[src/rtl/btn_evt_pkg.sv]
// Shared definitions for the button event decoder: state width and state encodings.
package btn_evt_pkg;
  localparam int STATE_W = 3;

  localparam logic [STATE_W-1:0] ST_IDLE      = 3'd0;
  localparam logic [STATE_W-1:0] ST_PRESSED   = 3'd1;
  localparam logic [STATE_W-1:0] ST_WAIT_GAP  = 3'd2;
  localparam logic [STATE_W-1:0] ST_SECOND    = 3'd3;
  localparam logic [STATE_W-1:0] ST_LONG_HELD = 3'd4;
endpackage

[src/rtl/button_event_decoder_edge_detect.sv]
// Rise/fall detector for a debounced level; reusable for any clean input.
module edge_detect (
  input  logic clk,
  input  logic rst_n,
  input  logic i_d,
  output logic o_rise,
  output logic o_fall
);
  logic r_prev;
  logic r_armed;

  // A rise only counts once a low has been sampled since reset, so a level
  // already high when reset lifts never looks like a fresh press.
  assign o_rise = i_d & ~r_prev & r_armed;
  assign o_fall = ~i_d & r_prev;

  always_ff @(posedge clk or negedge rst_n) begin
    if (!rst_n) begin
      r_prev  <= 1'b0;
      r_armed <= 1'b0;
    end else begin
      r_prev  <= i_d;
      r_armed <= r_armed | ~i_d;
    end
  end
endmodule

[src/rtl/button_event_decoder.sv]
// Classifies a debounced button level into single-cycle press/release/click/long/repeat pulses.
module button_event_decoder
  import btn_evt_pkg::*;
#(
  parameter int LONG_CYCLES   = 1000,
  parameter int DCLICK_GAP    = 250,
  parameter int REPEAT_CYCLES = 200,
  parameter int CNT_W         = 16
) (
  input  logic       clk,
  input  logic       rst_n,
  input  logic       en,
  input  logic       db_in,
  output logic       press_pulse,
  output logic       release_pulse,
  output logic       single_click,
  output logic       double_click,
  output logic       long_press,
  output logic       repeat_pulse,
  output logic [2:0] state_o
);
  localparam logic [CNT_W-1:0] LONG_C   = CNT_W'(LONG_CYCLES);
  localparam logic [CNT_W-1:0] GAP_C    = CNT_W'(DCLICK_GAP);
  localparam logic [CNT_W-1:0] REPEAT_C = CNT_W'(REPEAT_CYCLES);

  logic               w_rise;
  logic               w_fall;
  logic [CNT_W-1:0]   w_cnt_inc;
  logic [STATE_W-1:0] r_state;
  logic [CNT_W-1:0]   r_cnt;

  edge_detect u_edge (
    .clk    (clk),
    .rst_n  (rst_n),
    .i_d    (db_in),
    .o_rise (w_rise),
    .o_fall (w_fall)
  );

  // r_cnt holds the index of the previous sample of the current level, so
  // w_cnt_inc is the index of the sample being taken now.
  always_comb begin
    w_cnt_inc = (&r_cnt) ? r_cnt : r_cnt + 1'b1;
  end

  assign state_o = r_state;

  always_ff @(posedge clk or negedge rst_n) begin
    if (!rst_n) begin
      r_state       <= ST_IDLE;
      r_cnt         <= '0;
      press_pulse   <= 1'b0;
      release_pulse <= 1'b0;
      single_click  <= 1'b0;
      double_click  <= 1'b0;
      long_press    <= 1'b0;
      repeat_pulse  <= 1'b0;
    end else begin
      press_pulse   <= 1'b0;
      release_pulse <= 1'b0;
      single_click  <= 1'b0;
      double_click  <= 1'b0;
      long_press    <= 1'b0;
      repeat_pulse  <= 1'b0;
      if (!en) begin
        r_state <= ST_IDLE;
        r_cnt   <= '0;
      end else begin
        case (r_state)
          ST_IDLE: begin
            r_cnt <= '0;
            if (w_rise) begin
              r_state     <= ST_PRESSED;
              r_cnt       <= CNT_W'(1);
              press_pulse <= 1'b1;
            end
          end
          ST_PRESSED: begin
            if (w_fall) begin
              release_pulse <= 1'b1;
              // A one-sample gap window already expires on the falling sample.
              if (DCLICK_GAP == 1) begin
                single_click <= 1'b1;
                r_state      <= ST_IDLE;
                r_cnt        <= '0;
              end else begin
                r_state <= ST_WAIT_GAP;
                r_cnt   <= CNT_W'(1);
              end
            end else if (w_cnt_inc == LONG_C) begin
              r_state    <= ST_LONG_HELD;
              r_cnt      <= CNT_W'(1);
              long_press <= 1'b1;
            end else begin
              r_cnt <= w_cnt_inc;
            end
          end
          ST_WAIT_GAP: begin
            if (w_rise) begin
              r_state     <= ST_SECOND;
              r_cnt       <= CNT_W'(1);
              press_pulse <= 1'b1;
            end else if (w_cnt_inc == GAP_C) begin
              r_state      <= ST_IDLE;
              r_cnt        <= '0;
              single_click <= 1'b1;
            end else begin
              r_cnt <= w_cnt_inc;
            end
          end
          ST_SECOND: begin
            if (w_fall) begin
              r_state       <= ST_IDLE;
              r_cnt         <= '0;
              release_pulse <= 1'b1;
              double_click  <= 1'b1;
            end else if (w_cnt_inc == LONG_C) begin
              r_state    <= ST_LONG_HELD;
              r_cnt      <= CNT_W'(1);
              long_press <= 1'b1;
            end else begin
              r_cnt <= w_cnt_inc;
            end
          end
          ST_LONG_HELD: begin
            // The long_press sample is period slot 1; slot REPEAT_CYCLES+1 fires.
            if (w_fall) begin
              r_state       <= ST_IDLE;
              r_cnt         <= '0;
              release_pulse <= 1'b1;
            end else if ((REPEAT_CYCLES > 0) && (r_cnt == REPEAT_C)) begin
              r_cnt        <= CNT_W'(1);
              repeat_pulse <= 1'b1;
            end else begin
              r_cnt <= w_cnt_inc;
            end
          end
          default: begin
            r_state <= ST_IDLE;
            r_cnt   <= '0;
          end
        endcase
      end
    end
  end
endmodule

[config.mk]
export PLATFORM = sky130hd
export DESIGN_NAME = button_event_decoder
export DESIGN_NICKNAME = d
export VERILOG_FILES = /design/src/rtl/btn_evt_pkg.sv /design/src/rtl/button_event_decoder_edge_detect.sv /design/src/rtl/button_event_decoder.sv
export SDC_FILE = /design/constraint.sdc
export NUM_CORES = 1
export LEC_CHECK = 0
export CAP_MARGIN = 10
export CORE_MARGIN = 10
export CORE_UTILIZATION = 35
export DETAILED_ROUTE_END_ITERATION = 7
export PLACE_DENSITY_LB_ADDON = 0.05
export SLEW_MARGIN = 15
export SYNTH_ARGS = -nofsm -noshare
export SYNTH_HDL_FRONTEND = slang
export SYNTH_HIERARCHICAL = 1
export SYNTH_SLANG_ARGS = --single-unit
[constraint.sdc]
create_clock -name clk -period 2.45 [get_ports clk]
set_input_delay 0.49 -clock clk [delete_from_list [all_inputs] [get_ports clk]]
set_output_delay 0.49 -clock clk [all_outputs]
set_load 0.05 [all_outputs]
==> results.yml, run 1 <==
route:
  drtAntennaViolNets: 0
  dr.first_iter.drc_count: 112
  vias: 1586
  dr.pass1.iters: 4
  drc: 0
  wirelength_um: 4630
  wl_per_cell_um: 16.7
  avgViaCountPerCell: 5.71
sta:
  period_share_pct: 95.6
  drv_slew: 0
  fin_worst_skew_ns: 0.00219
  setup_viol_count_final: 0
  maxSlewHeadroom_pct: 66.1
  fin_ws_ns: 0.109
  period_needed_ns: 2.34
  rsz0062_at_grt: "no"
  fmax_mhz: 427
  hold_violations: 0
  tightest_slew_ns: 0.507
global_route:
  grt_pass1_vias: 1556
  grt_overflow: 0
  grt_pass1_wl_um: 7630
  antenna_found_initial: 0
  grt_max_degree: 28
  grt_usage_pct: 11.2
logic_synthesis:
  yosysMostFrequentCell: "dfrtp_1"
  syn_inst: 181
  ys_dominant_reg_cell: "dfrtp_1"
  syn-mean-instance-area_sq_um: 9.39
  syn_nets: 187
  ys_async_sr_fraction_pct: 100
  synth_area_sq_um: 1700
  synth_area_leaders: "dfrtp_1 (40%), nand4_1 (4.4%), a21oi_1 (4.1%), nand3_1 (3.5%), o21ai_0 (2.6%)"
  netlist_top_cells_count: "dfrtp_1 (27), a21oi_1 (14), nand3_1 (12), nand4_1 (12), nand2_1 (11)"
  synth_seq_area_share_pct: 39.7
  yosysTopAreaCell: "dfrtp_1"
  synth_top_area_share_pct: 39.7
  synth_edf_count: 0
  ys_ff_latch: 27
  synth.distinct_cells: 52
  yosysWarnings: 6
layout:
  drive_above_1_share_pct: 28.0
  fin_util_pct: 44.8
  finalInstanceArea_sq_um: 2120
  antenna_cells: 0
  final_nets: 218
  area_delta_synth_final_pct: 24.4
clocking:
  path_clk_slew_ns: 0.09
  numClockSinks: 27
  cts_made_buffers: 3
  insertion_delay_ns: 0.27
  cts-root-buf: "clkbuf_8"
  htree_levels: 1
  cts_tree: "yes"
  cts_buffer_depth: 2
  cts_hold_buf: 0
place:
  post-place-ws_ns: -0.0726
  dpl_cell_area_sq_um: 2000
  gp_congestion: 0.904
  port_buffers: 12
  dpl.hpwl_um: 3420
worst_setup_path:
  reg2reg_depth: 9
  path_depth: 9
  critPathMaxStageDelay_ns: 0.42
  critPathRequiredTime_ns: 2.64
  arrival_ns: 2.53
  critPathSlowestCell: "dfrtp_1"
  worstSetupPathType: "register to register"
  cp.buffers_inverters: 2
  cp_cell_sequence: "buf_4 > and3_2 > xnor2_1 > a211oi_1 > nand4_1 > nor4_4 > buf_4 > a31oi_1 > a211oi_1"
  end_kind: "register"
  startpoint_type: "register"
  critPathTopFamily: "simple AND/OR/NAND/NOR gates"
  crit_fanout: 6
floorplanning:
  initial_core_util_pct: 36.0
  rows: 25
  die_w_um: 89.7
  die-area_sq_um: 8050
  core_sq_um: 4720
  boundaryPins: 13
  die_h_um: 89.7
status:
  status: "complete, no violations"
power_and_ir_drop:
  power_leakage_nw: 0.847
  irDropWorstVdd_mv: 0.231
  powerDensity_nw_per_um2: 375
flow_run:
  cap_violations: 0
min_path:
  hold_depth: 1
  hold_class: "register to register"
## worst reg2reg max path: cells and delay by family, from the launching register on
kind | cells | cell delay (ns)
simple gates | 3 | 0.72
flops | 1 | 0.42
compound gates | 3 | 0.61
buf+inv | 2 | 0.36
xor+xnor | 1 | 0.14
## worst paths after layout
kind	slack [ns]	start	end
worst max-delay path	0.11	r_cnt[1]	r_cnt[0]
max in group asynchronous	1.57	rst_n	r_cnt[7]
worst min-delay path	0.47	u_edge/r_armed	u_edge/r_armed
worst min register to register	0.47	u_edge/r_armed	u_edge/r_armed
worst max register to register	0.11	r_cnt[1]	r_cnt[0]
min in group asynchronous	0.59	rst_n	r_cnt[2]
## cell usage in the layout (no fill, tap or decap), drive strengths merged, types with 2 or more instances in the layout
master	Yosys	layout
a31oi	3	3
o21ai	9	9
nor2b	2	2
a21oi	14	14
dfrtp	27	27
or2b	2	2
and4	3	3
nor4	6	6
a21boi	3	3
inv	6	6
nor3	4	4
nand4	14	14
a211o	2	2
and3b	2	2
clkdlybuf4s50	0	12
xnor2	5	5
mux2i	3	3
ha	2	2
and3	5	5
buf	6	25
nand2	11	11
nand2b	5	5
nand3	13	13
nor2	9	9
a211oi	2	2
clkbuf	5	4
a31o	2	2
## final cells by class
cell class	instances	area (sq um)
Timing Repair Buffer	37	308
Sequential cell	27	686
Inverter	6	22.5
Clock buffer	4	45.0
Tap cell	67	83.8
Fill cell	472	2610
Multi-Input combinational cell	137	971
## layer usage
layer  vias up  global-route usage [%]  part of all wire (%)
met4         0                    5.80                   3.7
met2        58                    18.8                    51
met1       766                    13.3                    42
met5         -                       0                     0
met3        17                    2.16                   3.7
li1        745                       -                     -
## sequential cells by signal, summed over array words and instances, names as in the netlist
register and cells:
r_cnt 16, state_o 3, double_click 1, long_press 1, press_pulse 1, release_pulse 1, repeat_pulse 1, single_click 1
u_edge/r_armed 1, u_edge/r_prev 1
## repair_timing
action                     in CTS  in global routing
resized for setup               3                 13
buffers inserted                0                  2
setup endpoints to repair      16                 20
pin swaps                       0                  4
## power breakdown
group,internal (W),total [W],switching (W)
clock network,0.000117,0.000260,0.000143
logic,0.0000300,0.0000761,0.0000461
registers,0.000450,0.000457,0.00000658
total,0.000597,0.000793,0.000196
## metrics by stage
step	hold slack [ns]	total power [W]	TNS, ns	std cells
after floorplan	0.194	0.000507	0	181
after global placement	0.443	0.000540	0	272
after detailed placement	0.449	0.000540	-0.533	272
after CTS	0.472	0.000800	0	276
after global routing	0.505	0.000831	0	278
final	0.472	0.000793	0	278
## cell families after synthesis
logic type,Yosys count,synth area share (%)
flops,27,39.7
fa+ha+maj,2,1.47
simple gates,80,29.5
mux,4,2.65
buf+inv,17,6.03
compound gates,45,17.5
xor+xnor,6,3.09
Note: power is estimated with default switching activity, not from simulation.
==> inputs of run 2 (changes only) <==
--- a/config.mk
+++ b/config.mk
@@ -10,6 +10,7 @@
 export CORE_UTILIZATION = 35
 export DETAILED_ROUTE_END_ITERATION = 7
 export PLACE_DENSITY_LB_ADDON = 0.05
+export SETUP_SLACK_MARGIN = 0.05
 export SLEW_MARGIN = 15
 export SYNTH_ARGS = -nofsm -noshare
 export SYNTH_HDL_FRONTEND = slang
==> run 2 against run 1 <==
Combinational power increased by 5.8%; clock skew about the same; non-clock buffer count increased by 7; via count increased by 7.5%; utilization increased by 2.4 points; hold slack about the same; flip-flop and latch count unchanged; clock power about the same; routed wire length increased by 10%; total power increased by 0.35%; first-iteration DRC count increased by 25%; register-to-register slack got worse by 0.03 ns.
==> results.yml, run 2 (synthesized netlist as in run 1, its figures left out) <==
sta:
  tightest_slew_ns: 0.508
  period_share_pct: 96.9
  maxSlewHeadroom_pct: 66.0
  rsz0062_at_grt: "yes"
  period_needed_ns: 2.37
  fin_ws_ns: 0.0766
  hold_violations: 0
  fin_worst_skew_ns: 0.00263
  setup_viol_count_final: 0
  drv_slew: 0
  fmax_mhz: 421
layout:
  largest_reg_flops: 16
  final_nets: 227
  drive_above_1_share_pct: 33.6
  mostFrequentLayoutCell: "buf_4"
  final_cell_mix: "buf_4 (32), dfrtp_1 (18), a21oi_1 (13)"
  area_delta_synth_final_pct: 31.0
  antenna_cells: 0
  regMostFlops: "r_cnt"
  fill_cells: 466
  fin_util_pct: 47.2
floorplanning:
  rows: 25
  initial_core_util_pct: 36.0
  die_h_um: 89.7
  die_w_um: 89.7
  die-area_sq_um: 8050
  boundaryPins: 13
  core_sq_um: 4720
worst_setup_path:
  arrival_ns: 2.53
  worstSetupPathType: "register to register"
  reg2reg_depth: 9
  end_kind: "register"
  crit_fanout: 8
  rr_startpoint: "r_cnt[1]"
  worstSetupStartpoint: "r_cnt[1]"
  worst-r2r-setup-slack_ns: 0.08
  crit_end: "r_cnt[9]"
  rr_endpoint: "r_cnt[9]"
  critPathRequiredTime_ns: 2.61
  startpoint_type: "register"
place:
  gp_congestion: 0.904
  post-place-ws_ns: -0.0726
  dpl.hpwl_um: 3420
  port_buffers: 12
route:
  drtAntennaViolNets: 0
  wirelength_um: 5110
  drc: 0
  dr.first_iter.drc_count: 140
  avgViaCountPerCell: 5.94
  wl_per_cell_um: 17.8
  dr.pass1.iters: 5
  vias: 1705
clocking:
  htree_levels: 1
  numClockSinks: 27
  cts_tree: "yes"
  cts_buffer_depth: 2
  cts-root-buf: "clkbuf_8"
  cts_made_buffers: 3
  insertion_delay_ns: 0.27
  path_clk_slew_ns: 0.09
flow_run:
  cap_violations: 0
power_and_ir_drop:
  powerDensity_nw_per_um2: 357
  irDropWorstVdd_mv: 0.231
  power_leakage_nw: 0.888
status:
  status: "complete, no violations"
min_path:
  hold_start: "u_edge/r_armed"
  hold_class: "register to register"
global_route:
  grt_overflow: 0
  grt_pass1_vias: 1556
  grt_max_degree: 28
  grt_pass1_wl_um: 7630
  antenna_found_initial: 0
  grt_usage_pct: 11.2
[run 2: through the flow]
step,cell area [sq um],hold slack (ns),setup TNS (ns),std cells,power (W)
3_3_place_gp,2000,0.443,0,272,0.000540
5_1_grt,2230,0.505,-0.0419,287,0.000835
2_1_floorplan,1700,0.194,0,181,0.000507
3_5_place_dp,2000,0.449,-0.533,272,0.000540
6_report,2230,0.471,0,287,0.000795
4_1_cts,2060,0.472,0,276,0.000800
[run 2: power breakdown]
part	internal (W)	switching, W	total [W]	leakage [nW]
registers	0.000450	0.00000654	0.000457	0.353
logic	0.0000317	0.0000488	0.0000805	0.512
clock network	0.000117	0.000142	0.000258	0.0228
[run 2: worst min-delay path by stage]
stage | end | cells past startpoint
after floorplan | double_click | 0
after global placement | u_edge/r_armed | 1
after detailed placement | u_edge/r_armed | 1
after CTS | u_edge/r_armed | 1
after global routing | u_edge/r_armed | 1
final | u_edge/r_armed | 1
[run 2: critical path, stage by stage (launching register included)]
cell and delay (ns):
dfrtp_1 0.42, ha_4 0.20, and4_4 0.21, nand4_1 0.13, nand2_1 0.08, mux2_4 0.31
nor4_4 0.44, buf_4 0.19, a21bo_4 0.19, a21boi_0 0.11
[run 2: final cells by class]
cell class	instances	area [sq um]	area share, %
clock buffers	4	45.0	2.02
inverters	6	22.5	1.01
multi-input cells	139	1030	46.2
flip-flops and latches	27	687	30.8
well taps	67	83.8	3.76
repair buffers	44	360	16.2
[run 2: metal layers]
| layer | track usage [%] | vias up | wire length, um |
|---|---|---|---|
| met3 | 2.16 | 22 | 306 |
| li1 | - | 767 | - |
| met4 | 5.80 | 0 | 185 |
| met2 | 18.8 | 84 | 2540 |
| met5 | 0 | - | 0 |
| met1 | 13.3 | 832 | 2080 |
[run 2: what timing repair did]
action	in CTS	in global routing
cloned	0	2
hold buffers	0	0
pin swaps	0	9
buffers inserted	0	9
resized for setup	3	23
setup endpoints to repair	16	21
==> inputs of run 3 (changes only) <==
--- a/config.mk
+++ b/config.mk
@@ -7,7 +7,7 @@
 export LEC_CHECK = 0
 export CAP_MARGIN = 10
 export CORE_MARGIN = 10
-export CORE_UTILIZATION = 35
+export CORE_UTILIZATION = 30
 export DETAILED_ROUTE_END_ITERATION = 7
 export PLACE_DENSITY_LB_ADDON = 0.05
 export SETUP_SLACK_MARGIN = 0.05
==> run 3 against run 2 <==
Clock skew about the same; critical path depth did not move; largest cell class unchanged; clock power grew 2%; utilization shrank 5.0 points; count of clock-buffer cells in the layout stayed put; final cell count up 4.9%; first-iteration DRC count shrank 29%; largest power group unchanged; critical endpoint is now state_o[1].
==> results.yml, run 3 (synthesized netlist as in run 1, its figures left out) <==
clocking:
  cts-root-buf: "clkbuf_8"
  cts_made_buffers: 3
  cts_tree: "yes"
  htree_levels: 1
  cts_buffer_depth: 2
  cts_hold_buf: 0
  path_clk_slew_ns: 0.10
  insertion_delay_ns: 0.27
  numClockSinks: 27
layout:
  finalInstanceArea_sq_um: 2320
  largest_reg_flops: 16
  final_nets: 236
  drive_above_1_share_pct: 35.4
  antenna_cells: 0
  fin_util_pct: 42.1
  area_delta_synth_final_pct: 36.4
  final_cell_mix: "buf_4 (42), dfrtp_1 (23), nand4_1 (12), a21oi_1 (12), clkdlybuf4s50_1 (12)"
  regMostFlops: "r_cnt"
  mostFrequentLayoutCell: "buf_4"
sta:
  fin_worst_skew_ns: 0.00303
  drv_slew: 0
  period_share_pct: 97.8
  period_needed_ns: 2.40
  fin_tns_setup_ns: 0
  tightest_slew_ns: 0.634
  setup_viol_count_final: 0
  whs_ns: 0.472
  fmax_mhz: 417
  hold_violations: 0
  maxSlewHeadroom_pct: 57.3
  rsz0062_at_grt: "yes"
floorplanning:
  die_h_um: 95.3
  rows: 27
  die-area_sq_um: 9080
  die_w_um: 95.3
  initial_core_util_pct: 30.9
  boundaryPins: 13
  core_sq_um: 5510
place:
  dpl_cell_area_sq_um: 2080
  gp_congestion: 0.892
  dpl.hpwl_um: 3790
  port_buffers: 12
flow_run:
  cap_violations: 0
worst_setup_path:
  end_kind: "register"
  rr_startpoint: "r_cnt[8]"
  startpoint_type: "register"
  crit_fanout: 5
  worstSetupPathType: "register to register"
  arrival_ns: 2.55
  worstSetupStartpoint: "r_cnt[8]"
  critPathRequiredTime_ns: 2.61
min_path:
  hold_class: "register to register"
  hold_start: "u_edge/r_armed"
route:
  dr.first_iter.drc_count: 100
  vias: 1629
  wl_per_cell_um: 17.4
  met1_length_um: 2140
  wirelength_um: 5230
  routed.top_layer: "met4"
  dr.pass1.iters: 4
  drc: 0
  met3_wirelength_um: 227
  drtAntennaViolNets: 0
  avgViaCountPerCell: 5.41
  met2WireLength_um: 2750
global_route:
  antenna_found_initial: 0
  grt_max_degree: 28
  grt_overflow: 0
  grt_pass1_vias: 1703
  grt_usage_pct: 11.9
  grt_pass1_wl_um: 8490
status:
  status: "complete, no violations"
power_and_ir_drop:
  powerDensity_nw_per_um2: 346
  irDropWorstVdd_mv: 0.183
  power_leakage_nw: 0.939
## run 3: cell count changes in the layout (fill, tap and decap cells not counted), moves of 2 or more
cell / change
dfrtp_2: -5
a211o_2: -2
a211o_4: +2
dfrtp_1: +5
nand3_2: -2
buf_4: +10
## run 3: final timing paths
check	end	slack, ns	cells after the start
worst min register to register	u_edge/r_armed	0.47	1
worst max-delay path	state_o[1]	0.05	9
min in group asynchronous	r_cnt[5]	0.59	2
worst max register to register	state_o[1]	0.05	9
max in group asynchronous	r_cnt[8]	1.56	2
worst min-delay path	u_edge/r_armed	0.47	1
## run 3: timing repair
action                                  4_1_cts  5_1_grt
endpoints found under the setup margin       20       21
buffers inserted                              2        8
gates resized for setup                      14       12
pin swaps                                     8        6
## run 3: power breakdown
group	internal, W	switching, W	leakage [nW]
Clock	0.000117	0.000147	0.0228
Sequential	0.000450	0.00000669	0.361
Combinational	0.0000325	0.0000500	0.555
Total	0.000599	0.000203	0.939
## run 3: final cells by class
class,count,area (sq um)
sequential,27,681
tap,72,90.1
timing repair buffer,55,447
clock buffer,4,45.0
multi-input combinational,137,1030
inverter,6,22.5
fill,542,3190
## run 3: metrics by stage
| stage | total power (W) | setup slack (ns) | instances |
|---|---|---|---|
| floorplan | 0.000507 | 0.0724 | 181 |
| global placement | 0.000540 | -0.154 | 287 |
| detailed placement | 0.000541 | -0.202 | 287 |
| CTS | 0.000804 | 0.0273 | 293 |
| global route | 0.000839 | -0.0644 | 301 |
| finish | 0.000803 | 0.0541 | 301 |
## run 3: worst max-delay path: stages (launching register included)
cell and delay [ns]:
dfrtp_2 0.43, nand4_1 0.24, nor3_4 0.35, nand4_1 0.15, o21a_1 0.24, nor4_4 0.38, buf_4 0.19, buf_6 0.11
a211o_4 0.12, nand3_2 0.06
## run 3: routing by layer
metal	up-vias	GRT usage (%)
li1	775	-
met1	805	13.0
met2	41	21.4
met3	8	2.44
met4	0	5.49
met5	-	0
